**src/rtl/arb_pkg.sv**
```systemverilog
// Shared types and the round-robin search function for rr_arbiter16.
package arb_pkg;

  localparam int N_REQ = 16;
  localparam int IDX_W = 4;

  typedef enum logic {
    IDLE  = 1'b0,
    GRANT = 1'b1
  } arb_state_e;

  // Winner is the first set request after last_idx, wrapping 15 -> 0; last_idx itself is checked last.
  function automatic logic [IDX_W-1:0] rr_pick(input logic [N_REQ-1:0] req,
                                               input logic [IDX_W-1:0] last_idx);
    logic [IDX_W-1:0] idx;
    logic [IDX_W-1:0] win;
    logic             found;
    win   = last_idx;
    found = 1'b0;
    for (int i = 1; i <= N_REQ; i++) begin
      idx = last_idx + IDX_W'(i);
      if (!found && req[idx]) begin
        win   = idx;
        found = 1'b1;
      end
    end
    return win;
  endfunction

endpackage

```
**src/rtl/dec4x16_en.sv**
```systemverilog
// 4-to-16 one-hot decoder with enable; all-zero output when disabled.
module dec4x16_en
  import arb_pkg::*;
(
  input  logic             en_i,
  input  logic [IDX_W-1:0] idx_i,
  output logic [N_REQ-1:0] onehot_o
);

  always_comb begin
    // NOTE: default assignment first so every path drives onehot_o and no latch is inferred.
    onehot_o = '0;
    if (en_i) begin
      case (idx_i)
        4'd0:  onehot_o = 16'h0001;
        4'd1:  onehot_o = 16'h0002;
        4'd2:  onehot_o = 16'h0004;
        4'd3:  onehot_o = 16'h0008;
        4'd4:  onehot_o = 16'h0010;
        4'd5:  onehot_o = 16'h0020;
        4'd6:  onehot_o = 16'h0040;
        4'd7:  onehot_o = 16'h0080;
        4'd8:  onehot_o = 16'h0100;
        4'd9:  onehot_o = 16'h0200;
        4'd10: onehot_o = 16'h0400;
        4'd11: onehot_o = 16'h0800;
        4'd12: onehot_o = 16'h1000;
        4'd13: onehot_o = 16'h2000;
        4'd14: onehot_o = 16'h4000;
        4'd15: onehot_o = 16'h8000;
        default: onehot_o = '0;
      endcase
    end
  end

endmodule

```
**src/rtl/rr_arbiter16.sv**
```systemverilog
// 16-client round-robin arbiter with break-before-make release.
// Optional forced release after MAX_HOLD grant cycles when HOLD_TIMEOUT_EN is defined.
module rr_arbiter16
  import arb_pkg::*;
#(
  parameter int MAX_HOLD = 255,
  parameter int CNT_W    = 16
) (
  input  logic             clk,
  input  logic             rst_n,
  input  logic [N_REQ-1:0] req,
  input  logic             done,
  output logic             grant_valid,
  output logic [IDX_W-1:0] grant_idx,
  output logic [N_REQ-1:0] grant_onehot,
  output logic             timeout
);

  arb_state_e       state_q;
  logic             grant_valid_q;
  logic [IDX_W-1:0] grant_idx_q;
  logic [IDX_W-1:0] last_idx_q;

`ifdef HOLD_TIMEOUT_EN
  logic [CNT_W-1:0] hold_cnt_q;
  logic             timeout_q;

  // NOTE: state registers use non-blocking assignments so every register samples pre-edge values.
  always_ff @(posedge clk or negedge rst_n) begin
    if (!rst_n) begin
      state_q       <= IDLE;
      grant_valid_q <= 1'b0;
      grant_idx_q   <= '0;
      last_idx_q    <= IDX_W'(N_REQ - 1);
      hold_cnt_q    <= '0;
      timeout_q     <= 1'b0;
    end else begin
      timeout_q <= 1'b0;
      case (state_q)
        IDLE: begin
          if (|req) begin
            grant_idx_q   <= rr_pick(req, last_idx_q);
            grant_valid_q <= 1'b1;
            hold_cnt_q    <= '0;
            state_q       <= GRANT;
          end
        end
        GRANT: begin
          if (done || !req[grant_idx_q]) begin
            grant_valid_q <= 1'b0;
            last_idx_q    <= grant_idx_q;
            state_q       <= IDLE;
          end else if (hold_cnt_q == CNT_W'(MAX_HOLD - 1)) begin
            grant_valid_q <= 1'b0;
            last_idx_q    <= grant_idx_q;
            timeout_q     <= 1'b1;
            state_q       <= IDLE;
          end else begin
            hold_cnt_q <= hold_cnt_q + CNT_W'(1);
          end
        end
        default: state_q <= IDLE;
      endcase
    end
  end

  assign timeout = timeout_q;
`else
  always_ff @(posedge clk or negedge rst_n) begin
    if (!rst_n) begin
      state_q       <= IDLE;
      grant_valid_q <= 1'b0;
      grant_idx_q   <= '0;
      last_idx_q    <= IDX_W'(N_REQ - 1);
    end else begin
      case (state_q)
        IDLE: begin
          if (|req) begin
            grant_idx_q   <= rr_pick(req, last_idx_q);
            grant_valid_q <= 1'b1;
            state_q       <= GRANT;
          end
        end
        GRANT: begin
          if (done || !req[grant_idx_q]) begin
            grant_valid_q <= 1'b0;
            last_idx_q    <= grant_idx_q;
            state_q       <= IDLE;
          end
        end
        default: state_q <= IDLE;
      endcase
    end
  end

  // Hold-limit parameters only matter with the timeout feature built in.
  logic unused_cfg;
  assign unused_cfg = (MAX_HOLD > 0) ^ (CNT_W > 0);
  assign timeout    = 1'b0;
`endif

  assign grant_valid = grant_valid_q;
  assign grant_idx   = grant_idx_q;

  dec4x16_en u_dec (
    .en_i    (grant_valid_q),
    .idx_i   (grant_idx_q),
    .onehot_o(grant_onehot)
  );

endmodule

```
**config.mk**
```make
export PLATFORM = sky130hd
export DESIGN_NAME = rr_arbiter16
export DESIGN_NICKNAME = d
export VERILOG_FILES = /design/src/rtl/arb_pkg.sv /design/src/rtl/dec4x16_en.sv /design/src/rtl/rr_arbiter16.sv
export SDC_FILE = /design/constraint.sdc
export NUM_CORES = 1
export LEC_CHECK = 0
export BUFFER_PORTS_ARGS = -buffer_cell sky130_fd_sc_hd__buf_4
export CAP_MARGIN = 10
export CORE_UTILIZATION = 50
export CTS_CLUSTER_DIAMETER = 40
export DETAILED_ROUTE_END_ITERATION = 10
export PLACE_DENSITY_LB_ADDON = 0.25
export SLEW_MARGIN = 20
export SYNTH_ARGS = -nofsm -noshare
export SYNTH_HDL_FRONTEND = slang
export SYNTH_SLANG_ARGS = --single-unit
```
**constraint.sdc**
```tcl
create_clock -name clk -period 5.1 [get_ports clk]
set_input_delay 0.255 -clock clk [delete_from_list [all_inputs] [get_ports clk]]
set_output_delay 0.255 -clock clk [all_outputs]
set_load 0.05 [all_outputs]
```
# --- After elaboration in Yosys (flattened, before gate mapping) ---
# Memories as Yosys holds them, arrays and structs flattened.
# Cells that the tools add are included.
totals:
  ff_bits: 10
  latch_bits: 0
  ram_bits: 0
  romBits: 256
  in_bits: 19
  output_inout_bits: 22
  wordCells: 178
  memories: 1
mem_list:
  columns: ["name", "depth", "width", "read_ports", "rd_clocked_by_memory_dff", "wr", "line", "rtl"]
  rows:
  - ["(name not given)", 16, 16, 1, 0, 0, "dec4x16_en.sv:14", "case (idx_i)"]
classes:
  add_sub_neg: 15
  multipliers: 0
  div_mod_pow: 0
  order_cmp: 17
  n_eq_ne: 2
  shifts: 0
  muxes: 102
  bitwise_logic: 1
  reduce_logical: 36
op_table:
  columns: ["op", "n"]
  rows:
  - ["$lt A4 B5 Y1 const B", 17]
  - ["$bmux W1 S4", 17]
  - ["$mux W1", 66]
  - ["$mux W4", 16]
  - ["$add A4 B4 Y4 const B", 8]
  - ["$add A4 B3 Y4 const B", 4]
  - ["$logic_not A1 Y1", 16]
  - ["$mux W16", 1]
  - ["$reduce_or A16 Y1", 1]
  - ["$logic_and A1 B1 Y1", 15]
  - ["$add A4 B2 Y4 const B", 2]
  - ["$reduce_and A2 Y1", 3]
  - ["$add A4 B1 Y4 const B", 1]
  - ["$pmux W1 S2", 2]
  - ["$ne A2 B1 Y1 const B", 1]
  - ["$ne A2 B2 Y1 const B", 1]
  - ["$logic_or A1 B1 Y1", 1]
  - ["$not A1 Y1", 1]

# --- Logic depth before layout (Yosys ltp) ---
# Gate-level depths: netlist of the first run.
logic_depth:
  word_depth: 79
  ltp_mapped: 17
  mapped_depth_nobuf: 11

# --- Hierarchy ---
# Synthesis of the first run repeated with hierarchy kept, for this count alone.
unflattened:
  hier_cells: 325
  area_unflattened_um2: 2730.1
by_module_without_submodules:
  columns: ["mod", "instances", "cells_per_inst", "area_per_inst_um2"]
  rows:
  - ["rr_arbiter16", 1, 302, 2610.0]
  - ["dec4x16_en", 1, 23, 120.1]

# --- Worst setup path after synthesis of the first run ---
# OpenSTA, ideal clock, no wires.
synth_path:
  path_type: "register -> register"
  start: "register last_idx_q[0]"
  end: "register grant_idx_q[1] (netlist: grant_idx[1])"
  t_arrival_ns: 3.603
  required_time_ns: 5.032
  setup_slack_ns: 1.428
  stages_incl_launch_ff: 18
  n_path_buf: 6
  synth_period_minus_slack_ns: 3.672
  cell_sequence: "dfstp_2 > clkbuf_8 > buf_4 > inv_1 > ha_1 > buf_4 > inv_1 > buf_2 > mux2_2 > mux4_2 > buf_6 > nor2_8 > nand4bb_4 > buf_6 > nor2_2 > a21oi_1 > a221o_1 > nand3_1"
synth_via:
  elab_chain_cells: 79
  word_cells_on_any_way: 138
  classes_between: "add/sub: 15; mux: 93; reduce/logical: 30"
synth_rtl:
  columns: ["element", "line", "rtl"]
  rows:
  - ["from (decl)", "rr_arbiter16.sv:22", "logic [IDX_W-1:0] last_idx_q;"]
  - ["from (signal assigned)", "rr_arbiter16.sv:74", "last_idx_q <= IDX_W'(N_REQ - 1);"]
  - ["from (signal assigned)", "rr_arbiter16.sv:87", "last_idx_q <= grant_idx_q;"]
  - ["$add A4 B1 Y4", "arb_pkg.sv:21", "idx = last_idx + IDX_W'(i);"]
  - ["$bmux W1 S4", "arb_pkg.sv:22", "if (!found && req[idx]) begin"]
  - ["$mux W1 (implied by the code)", "arb_pkg.sv:22", null]
  - ["$mux W1", "arb_pkg.sv:22", null]
  - ["$mux W1", "rr_arbiter16.sv:78", "if (|req) begin"]
  - ["$mux W1", "rr_arbiter16.sv:76", "case (state_q)"]
  - ["$logic_not A1 Y1", "arb_pkg.sv:22", null]
  - ["$logic_and A1 B1 Y1", "arb_pkg.sv:22", null]
  - ["[... 63 more ...]", null, null]
  - ["$logic_not A1 Y1", "arb_pkg.sv:22", null]
  - ["$logic_and A1 B1 Y1", "arb_pkg.sv:22", null]
  - ["$mux W1", "arb_pkg.sv:22", null]
  - ["$mux W1", "rr_arbiter16.sv:78", null]
  - ["$mux W1", "rr_arbiter16.sv:76", null]
  - ["$logic_not A1 Y1", "arb_pkg.sv:22", null]
  - ["$logic_and A1 B1 Y1", "arb_pkg.sv:22", null]
  - ["$mux W4 (*)", "arb_pkg.sv:22", null]
  - ["to (signal assigned)", "rr_arbiter16.sv:79", "grant_idx_q <= rr_pick(req, last_idx_q);"]
  - ["to (decl)", "rr_arbiter16.sv:21", "logic [IDX_W-1:0] grant_idx_q;"]
# Mark *: on every way between the ends. The rest lies on a longest branch, timed or not. The select of a mux whose other input is x is not followed.
# A chain may end at the register's enable or synchronous reset.

# --- Worst setup path after layout of the first run ---
layout_path:
  start: "register last_idx_q[1]"
  end: "register grant_idx_q[0] (netlist: grant_idx[0])"
# Same word-level chain as after synthesis.

==> impl_metrics.env, run 1 <==
export IMPL_diodes=0
export IMPL_start_util_pct=52.7
export IMPL_rsz0062_at_grt="no"
export IMPL_numCtsBuffers=3
export IMPL_cp_max_fo=15
export IMPL_core_rowCount=27
export IMPL_drt_iter0_drc=285
export IMPL_synth_common_cells="nor2_1 (32), nand2_1 (29), mux4_2 (27), a21oi_1 (22), mux2_2 (17)"
export IMPL_skew_ns=0.00408
export IMPL_syn_area_sq_um=2940
export IMPL_timing_final_max_slew_violations=0
export IMPL_setup_slack_ns=0.943
export IMPL_insertion_delay_ns=0.23
export IMPL_yosysWarnings=0
export IMPL_cts_sinks=10
export IMPL_yosysMostFrequentCell="nor2_1"
export IMPL_hpwl_um=7010
export IMPL_slew_headroom_pct=55.7
export IMPL_grt_start_max_net_pins=23
export IMPL_hp_class="primary input to async pin"
export IMPL_grt_pass1_wl_um=14700
export IMPL_ys_async_sr_fraction_pct=100
export IMPL_multi_input_area_sq_um=2500
export IMPL_max_cap_viol_count=0
export IMPL_reg2reg_depth=11
export IMPL_yosys_area_top_type="mux4_2"
export IMPL_root_buffer="clkbuf_8"
export IMPL_syn_to_final_growth_pct=10.9
export IMPL_port_buffers=39
export IMPL_ant_nets=0
export IMPL_io_pins=41
export IMPL_finalCritPeriodShare_pct=81.5
export IMPL_drive_above_1_share_pct=32.4
export IMPL_synth_area_top_cells="mux4_2 (21%), mux2_2 (6.5%), mux2i_1 (5.4%)"
export IMPL_hold_violations=0
export IMPL_cp_end_kind="flip-flop"
export IMPL_ff2ff_setup_slack_ns=0.94
export IMPL_coreArea_sq_um=5570
export IMPL_vias_per_cell=7.08
export IMPL_fmax_ghz=0.241
export IMPL_finalSetupTns_ns=0
export IMPL_synth_edf_count=0
export IMPL_crit_type="flip-flop to flip-flop"
export IMPL_gp_congestion=1.00
export IMPL_timing_final_crit_period_ns=4.16
export IMPL_routed_wl_um=9150
export IMPL_synth_top_area_share_pct=20.7
export IMPL_wl_per_cell_um=21.6
export IMPL_fp_dieH_um=78.7
export IMPL_first_pass_iters=5
export IMPL_nets=380
export IMPL_syn_area_per_cell_sq_um=9.10
export IMPL_grt_pass1_vias=2872
export IMPL_track_usage_pct=30.4
export IMPL_die_w_um=78.7
export IMPL_grt_antenna_before_repair=0
export IMPL_crit_required_ns=5.20
export IMPL_path_clk_slew_ns=0.05
export IMPL_via_count=3003
export IMPL_outcome="finished clean"
export IMPL_seqCellArea_sq_um=255
export IMPL_drc=0
export IMPL_yosysSeqAreaShare_pct=8.68
export IMPL_pre_cts_ws_ns=1.03
export IMPL_fillers=507
export IMPL_setup_viol=0
export IMPL_worstMarginPinSlew_ns=0.651
export IMPL_reg2reg_to="grant_idx[0]$_DFFE_PN0P_"
export IMPL_die_area_sq_um=6190
export IMPL_r2r_start="last_idx_q[1]$_DFFE_PN1P_"
export IMPL_synthesis_nets=350
export IMPL_ys_ff_latch=10
export IMPL_htreeDepth=1
export IMPL_postSynthCellCount=323
export IMPL_clk_path_buf_depth=2
export IMPL_yosysUniqueCellTypes=63
export IMPL_grt_overflow=0
export IMPL_cts_tree="yes"
export IMPL_cp_start_kind="flip-flop"
export IMPL_worstPathArrival_ns=4.26
export IMPL_ys_flop_type="dfrtp_1"
-- flip-flops by register name, indices dropped and copies added, names as in the netlist --
| name | count |
|---|---|
| grant_idx | 4 |
| grant_valid | 1 |
| last_idx_q | 4 |
| state_q | 1 |
-- layout by cell type (no fill, tap or decap), drive strengths merged, types with 3 or more instances in the layout --
cell type / count
buf: 42
nor2: 35
nand2: 29
mux4: 27
mux2: 24
a21oi: 23
mux2i: 20
nor3: 17
o21ai: 16
inv: 9
ha: 8
nand2b: 8
nor4: 7
nand3: 7
xnor2: 7
o22ai: 6
a211oi: 6
dfrtp: 6
xor2: 6
o22a: 4
clkbuf: 4
dfstp: 4
a31oi: 3
a21o: 3
-- how the worst max path moves through the flow --
stage	from	end	slack, ns
after floorplan	last_idx_q[0]$_DFFE_PN1P_	grant_idx[1]$_DFFE_PN0P_	1.43
after global placement	last_idx_q[1]$_DFFE_PN1P_	grant_idx[0]$_DFFE_PN0P_	1.00
after detailed placement	last_idx_q[1]$_DFFE_PN1P_	grant_idx[1]$_DFFE_PN0P_	1.03
after CTS	last_idx_q[1]$_DFFE_PN1P_	grant_idx[1]$_DFFE_PN0P_	0.99
after global routing	last_idx_q[1]$_DFFE_PN1P_	grant_idx[0]$_DFFE_PN0P_	0.79
final	last_idx_q[1]$_DFFE_PN1P_	grant_idx[0]$_DFFE_PN0P_	0.94
-- per-layer routing --
| metal | part of all wire (%) | global-route usage, % |
|---|---|---|
| met5 | 0 | 0 |
| met4 | 4.7 | 14.1 |
| met3 | 8.5 | 2.79 |
| met2 | 47 | 51.1 |
| met1 | 40 | 39.0 |
-- cell type report --
type,count,share of cell area (%)
well taps,72,2.76
multi-input cells,286,76.7
inverters,9,1.04
repair buffers,43,9.98
flip-flops and latches,10,7.83
clock buffers,4,1.69
-- cell families after synthesis --
group	synth area share [%]
xor gates and xnor gates	5.40
buffers and inverters	6.30
other	0.128
AOI/OAI and AO/OA	17.4
muxes	38.2
and+or+nand+nor	20.5
adders and majority gates	3.40
DFF	8.68
-- worst max-delay path: stages, from the launching register on --
cell and delay, ns:
dfstp_2 0.51, buf_4 0.24, inv_1 0.26, ha_1 0.49, inv_1 0.36, mux4_2 0.62
mux2i_1 0.37, nor2_1 0.16, and3_1 0.22, or4b_1 0.56, xnor2_1 0.17, o21ai_1 0.07
-- timing repair --
action,CTS,global route
hold buffers,1,0
buffers inserted,0,0
hold endpoints to repair,6,0
resized for setup,0,0
-- stage by stage --
step	area (sq um)	cells	util (%)	hold slack, ns
global route	3260	424	58.5	0.407
finish	3260	424	58.5	0.399
floorplan	2940	323	-	-0.0406
global placement	3190	419	57.3	0.0947
CTS	3260	424	58.5	0.390
detailed placement	3190	419	57.3	0.0932
Power of run 1 is left out: the tool's default activity adds up to more than one toggle a clock period on the data nets, which glitch-free logic cannot reach.
==> inputs of run 2 (changes only) <==
--- a/config.mk
+++ b/config.mk
@@ -5,6 +5,7 @@
 export SDC_FILE = /design/constraint.sdc
 export NUM_CORES = 1
 export LEC_CHECK = 0
+export ABC_AREA = 1
 export BUFFER_PORTS_ARGS = -buffer_cell sky130_fd_sc_hd__buf_4
 export CAP_MARGIN = 10
 export CORE_UTILIZATION = 50
==> constraint.sdc (replaced) <==
create_clock -name clk -period 3.5 [get_ports clk]
set_input_delay 0.175 -clock clk [delete_from_list [all_inputs] [get_ports clk]]
set_output_delay 0.175 -clock clk [all_outputs]
set_load 0.05 [all_outputs]
==> run 2 against run 1 <==
Wire length decreased by 9.9%; first-iteration DRC count down 12%; critical path depth increased by 9; die area is 16% lower.
==> impl_metrics.env, run 2 <==
export IMPL_ys_flop_type="dfrtp_1"
export IMPL_worstPathArrival_ns=3.32
export IMPL_grt_pass1_vias=2933
export IMPL_finalCritPeriodShare_pct=91.8
export IMPL_timing_critical_path_buf_inv=3
export IMPL_clk_path_buf_depth=2
export IMPL_yosys_area_top_type="nand2_1"
export IMPL_hold_violations=0
export IMPL_via_count=3221
export IMPL_grt_pass1_wl_um=13400
export IMPL_layout_commonest_cell="nand2_1"
export IMPL_r2r_start="last_idx_q[1]$_DFFE_PN1P_"
export IMPL_coreArea_sq_um=4720
export IMPL_critical_path_top_delay_family="simple AND/OR/NAND/NOR gates"
export IMPL_yosysWarnings=0
export IMPL_synth_area_top_cells="nand2_1 (26%), nand3_1 (19%), inv_1 (7.9%)"
export IMPL_critPathSlowestCell="dfstp_2"
export IMPL_wl_per_cell_um=14.2
export IMPL_timing_final_crit_period_ns=3.21
export IMPL_die_area_sq_um=5220
export IMPL_worstMarginPinSlew_ns=0.696
export IMPL_setup_viol=0
export IMPL_grt_start_max_net_pins=19
export IMPL_htreeDepth=1
export IMPL_syn_area_per_cell_sq_um=5.25
export IMPL_root_buffer="clkbuf_8"
export IMPL_finalSetupTns_ns=0
export IMPL_yosysMostFrequentCell="nand2_1"
export IMPL_cp_common_cell="nand2_1"
export IMPL_yosysUniqueCellTypes=42
export IMPL_numCtsBuffers=3
export IMPL_syn_area_sq_um=2470
export IMPL_core_rowCount=25
export IMPL_start_util_pct=52.2
export IMPL_hp_class="primary input to flip-flop"
export IMPL_drc=0
export IMPL_timing_final_max_slew_violations=0
export IMPL_min_from="done"
export IMPL_routed_wl_um=8250
export IMPL_ys_ff_latch=10
export IMPL_die_w_um=72.2
export IMPL_yosysSeqAreaShare_pct=10.3
export IMPL_ff2ff_setup_slack_ns=0.29
export IMPL_track_usage_pct=32.8
export IMPL_cts_tree="yes"
export IMPL_synthesis_nets=497
export IMPL_reg2reg_depth=20
export IMPL_syn_to_final_growth_pct=18.7
export IMPL_vias_per_cell=5.54
export IMPL_fin_util_pct=62.0
export IMPL_drt_iter0_drc=250
export IMPL_grt_antenna_before_repair=0
export IMPL_min_to="state_q$_DFF_PN0_"
export IMPL_reg2reg_to="grant_idx[0]$_DFFE_PN0P_"
export IMPL_path_clk_slew_ns=0.05
export IMPL_port_buffers=39
export IMPL_crit_type="flip-flop to flip-flop"
export IMPL_skew_ns=0.00489
export IMPL_first_pass_iters=6
export IMPL_ant_nets=0
export IMPL_cp_start_kind="flip-flop"
export IMPL_synth_common_cells="nand2_1 (173), nand3_1 (93), inv_1 (52), nor2_1 (33), o21ai_0 (18)"
export IMPL_placement_cell_area_sq_um=2850
export IMPL_io_pins=41
export IMPL_diodes=0
export IMPL_worstSetupStartpoint="last_idx_q[1]$_DFFE_PN1P_"
export IMPL_synth_edf_count=0
export IMPL_cts_sinks=10
export IMPL_drive_above_1_share_pct=16.3
export IMPL_fmax_ghz=0.311
export IMPL_fp_dieH_um=72.2
export IMPL_nets=542
export IMPL_mostFrequentLayoutCells="nand2_1 (173), nand3_1 (93), inv_1 (51), buf_4 (50), nor2_1 (33)"
export IMPL_crit_required_ns=3.61
export IMPL_cp_end_kind="flip-flop"
export IMPL_hold_depth=3
export IMPL_ys_async_sr_fraction_pct=100
export IMPL_crit_chain="buf_4, ha_1, nand2_1, nand2_4, inv_2, nand3_1, nand2_1, nand2_1, nand2_2, nor2_8, nand4_4, nor3_2, nand3_2, nor2_4, nand4_1, inv_2, nor2_1, nand2_1, xor2_1, o21ai_1"
export IMPL_insertion_delay_ns=0.23
export IMPL_max_stage_delay_ns=0.56
export IMPL_fillers=487
export IMPL_max_cap_viol_count=0
export IMPL_slew_headroom_pct=53.1
export IMPL_gp_congestion=1.04
export IMPL_cp_max_fo=7
export IMPL_rsz0062_at_grt="no"
export IMPL_synth_top_area_share_pct=26.3
export IMPL_hpwl_um=6810
export IMPL_finalInstanceArea_sq_um=2930
export IMPL_grt_overflow=0
export IMPL_outcome="finished clean"
export IMPL_postSynthCellCount=470
-- run 2: cell count changes after synthesis, sizes merged, moves of 14 or more --
cell and change:
nand3 +89, nor3 -14, mux4 -27, nand2 +150
mux2i -20, a21oi -18, mux2 -24, inv +48
-- run 2: worst max path at each step --
stage                               end  cells past startpoint
2_1_floorplan  grant_idx[1]$_DFFE_PN0P_                     24
3_3_place_gp   grant_idx[2]$_DFFE_PN0P_                     21
3_5_place_dp   grant_idx[1]$_DFFE_PN0P_                     21
4_1_cts        grant_idx[0]$_DFFE_PN0P_                     18
5_1_grt        grant_idx[0]$_DFFE_PN0P_                     20
6_report       grant_idx[0]$_DFFE_PN0P_                     20
-- run 2: cells by family after synthesis --
group / after synthesis / synth area share, %
and+or+nand+nor: 332 / 60.6
adders and majority gates: 8 / 4.06
buffers and inverters: 71 / 12.0
DFF: 10 / 10.3
AOI/OAI and AO/OA: 40 / 9.38
other: 1 / 0.152
xor gates and xnor gates: 8 / 3.45
-- run 2: cell type report --
class / count / area [sq um] / share of cell area (%)
timing repair buffer: 51 / 385 / 13.2
inverter: 60 / 226 / 7.73
clock buffer: 4 / 45.0 / 1.54
tap: 67 / 83.8 / 2.86
sequential: 10 / 255 / 8.71
multi-input combinational: 389 / 1930 / 66.0
-- run 2: timing repair --
| item | 4_1_cts | 5_1_grt |
|---|---|---|
| resized for setup | 0 | 4 |
| setup endpoints to repair | 0 | 4 |
| buffers inserted | 0 | 1 |
| endpoints found under the hold margin | 10 | 0 |
| hold buffers | 1 | 0 |
-- run 2: metrics by stage --
| stage | instances | hold slack (ns) | setup WS [ns] |
|---|---|---|---|
| CTS | 580 | 0.237 | 0.0705 |
| finish | 581 | 0.241 | 0.288 |
| floorplan | 470 | -0.121 | 0.343 |
| global route | 581 | 0.253 | 0.0239 |
| detailed placement | 575 | 0.00751 | 0.0814 |
| global placement | 575 | 0.00601 | 0.132 |
-- run 2: metal layers --
metal | routed length, um | global-route usage (%)
met1 | 3440 | 40.7
met2 | 3790 | 54.5
met4 | 342 | 13.9
met5 | 0 | 0
met3 | 675 | 7.36
-- run 2: worst min-delay path: stages --
cell and delay [ns]:
buf_4 0.08, a21o_1 0.09, o21ai_0 0.08
Power of run 2 is left out for the same reason.
==> inputs of run 3 (changes only) <==
==> constraint.sdc (replaced) <==
create_clock -name clk -period 4.2 [get_ports clk]
set_input_delay 0.21 -clock clk [delete_from_list [all_inputs] [get_ports clk]]
set_output_delay 0.21 -clock clk [all_outputs]
set_load 0.05 [all_outputs]
==> run 3 against run 2 <==
Clock skew decreased by 0.0040 ns; non-clock buffer count decreased by 4; cell count decreased by 0.69%; first-iteration DRC count decreased by 12%; worst hold slack improved by 0.011 ns; global-route usage increased by 1.3 points; via count decreased by 1.4%; die area unchanged; worst setup slack improved by 0.25 ns; critical path depth increased by 2; final area decreased by 1.3%.
==> impl_metrics.env, run 3 (synthesized netlist as in run 2, its figures left out) <==
export IMPL_cp_max_fo=18
export IMPL_first_pass_iters=7
export IMPL_grt_overflow=0
export IMPL_timing_final_max_slew_violations=0
export IMPL_cp_start_kind="flip-flop"
export IMPL_hpwl_um=7050
export IMPL_grt_antenna_before_repair=0
export IMPL_drc=0
export IMPL_hold_violations=0
export IMPL_numCtsBuffers=3
export IMPL_holdBufCountCts=1
export IMPL_layout_commonest_cell="nand2_1"
export IMPL_die_area_sq_um=5220
export IMPL_fillers=496
export IMPL_cts_resized=0
export IMPL_cts_setup_buffers=0
export IMPL_finalCritPeriodShare_pct=87.3
export IMPL_cp_end_kind="flip-flop"
export IMPL_crit_chain="inv_2, ha_1, inv_1, nand3_1, nand3_1, nand2_1, nand2_1, nand2_2, nor2_8, nand4_4, nor3_2, nand3_2, nor2_4, nand3_2, nor2_2, nand2_1, clkinv_1, a21oi_1, nand2_1, nand3_1, nand3_1, nand2_1"
export IMPL_crit_type="flip-flop to flip-flop"
export IMPL_cp_common_cell="nand2_1"
export IMPL_max_cap_viol_count=0
export IMPL_rsz0062_at_grt="no"
export IMPL_via_count=3175
export IMPL_finalSetupTns_ns=0
export IMPL_fp_dieH_um=72.2
export IMPL_cts_tree="yes"
export IMPL_gp_congestion=0.946
export IMPL_worstMarginPinSlew_ns=0.549
export IMPL_clk_path_buf_depth=2
export IMPL_max_stage_delay_ns=0.53
export IMPL_hp_class="primary input to flip-flop"
export IMPL_fmax_ghz=0.273
export IMPL_min_from="done"
export IMPL_timing_final_crit_period_ns=3.67
export IMPL_root_buffer="clkbuf_8"
export IMPL_cts_sinks=10
export IMPL_insertion_delay_ns=0.24
export IMPL_drive_above_1_share_pct=15.5
export IMPL_grt_start_max_net_pins=23
export IMPL_drt_iter0_drc=221
export IMPL_ff2ff_setup_slack_ns=0.53
export IMPL_die_w_um=72.2
export IMPL_worstPathArrival_ns=3.79
export IMPL_start_util_pct=52.2
export IMPL_core_rowCount=25
export IMPL_track_usage_pct=34.1
export IMPL_critPathSlowestCell="dfstp_2"
export IMPL_critical_path_top_delay_family="simple AND/OR/NAND/NOR gates"
export IMPL_grt_pass1_wl_um=13700
export IMPL_setup_viol=0
export IMPL_wl_per_cell_um=14.8
export IMPL_hold_depth=3
export IMPL_skew_ns=0.000907
export IMPL_reg2reg_to="grant_idx[1]$_DFFE_PN0P_"
export IMPL_outcome="finished clean"
export IMPL_crit_required_ns=4.33
export IMPL_routed_wl_um=8540
export IMPL_port_buffers=39
export IMPL_slew_headroom_pct=63.0
export IMPL_path_clk_slew_ns=0.05
export IMPL_io_pins=41
export IMPL_vias_per_cell=5.50
export IMPL_diodes=0
export IMPL_min_to="state_q$_DFF_PN0_"
export IMPL_nets=538
export IMPL_syn_to_final_growth_pct=17.2
export IMPL_r2r_start="last_idx_q[0]$_DFFE_PN1P_"
export IMPL_ant_nets=0
export IMPL_mostFrequentLayoutCells="nand2_1 (173), nand3_1 (93), inv_1 (52), buf_4 (46), nor2_1 (33)"
export IMPL_htreeDepth=1
export IMPL_coreArea_sq_um=4720
export IMPL_grt_pass1_vias=2834
export IMPL_timing_critical_path_buf_inv=3
export IMPL_reg2reg_depth=22
run 3: worst min-delay path, cell delays in order:
cell and delay, ns:
buf_4 0.08, a21o_1 0.09, o21ai_0 0.07
run 3: layer usage:
metal  global-route usage (%)  up-vias  routed length [um]
li1                         -     1612                   -
met1                     47.3     1410                4010
met2                     54.2      139                3770
met3                     5.97       14                 612
met4                     9.37        0                 143
met5                        0        -                   0
run 3: worst max path at each step:
| stage | start | endpoint | slack, ns | cells after the start |
|---|---|---|---|---|
| after global placement | last_idx_q[0]$_DFFE_PN1P_ | grant_idx[0]$_DFFE_PN0P_ | 0.70 | 19 |
| after detailed placement | last_idx_q[0]$_DFFE_PN1P_ | grant_idx[0]$_DFFE_PN0P_ | 0.56 | 19 |
| final | last_idx_q[0]$_DFFE_PN1P_ | grant_idx[1]$_DFFE_PN0P_ | 0.53 | 22 |
| after global routing | last_idx_q[0]$_DFFE_PN1P_ | grant_idx[0]$_DFFE_PN0P_ | 0.12 | 19 |
| after CTS | last_idx_q[0]$_DFFE_PN1P_ | grant_idx[1]$_DFFE_PN0P_ | 0.55 | 22 |
| after floorplan | last_idx_q[1]$_DFFE_PN1P_ | grant_idx[1]$_DFFE_PN0P_ | 1.04 | 24 |
run 3: cell type report:
type	instances	area [sq um]	share of cell area [%]
well taps	67	83.8	2.90
clock buffers	4	55.1	1.90
flip-flops and latches	10	255	8.83
inverters	60	226	7.83
repair buffers	47	355	12.3
multi-input cells	389	1920	66.2
run 3: through the flow:
step	cells	utilization, %	cell area (sq um)	hold slack (ns)	worst slack [ns]
after floorplan	470	-	2470	-0.0856	1.04
after global placement	572	59.8	2830	0.0429	0.703
after detailed placement	572	59.8	2830	0.0486	0.562
after CTS	577	61.2	2890	0.252	0.554
after global routing	577	61.2	2890	0.263	0.116
final	577	61.2	2890	0.252	0.534
Power of run 3 is left out for the same reason.
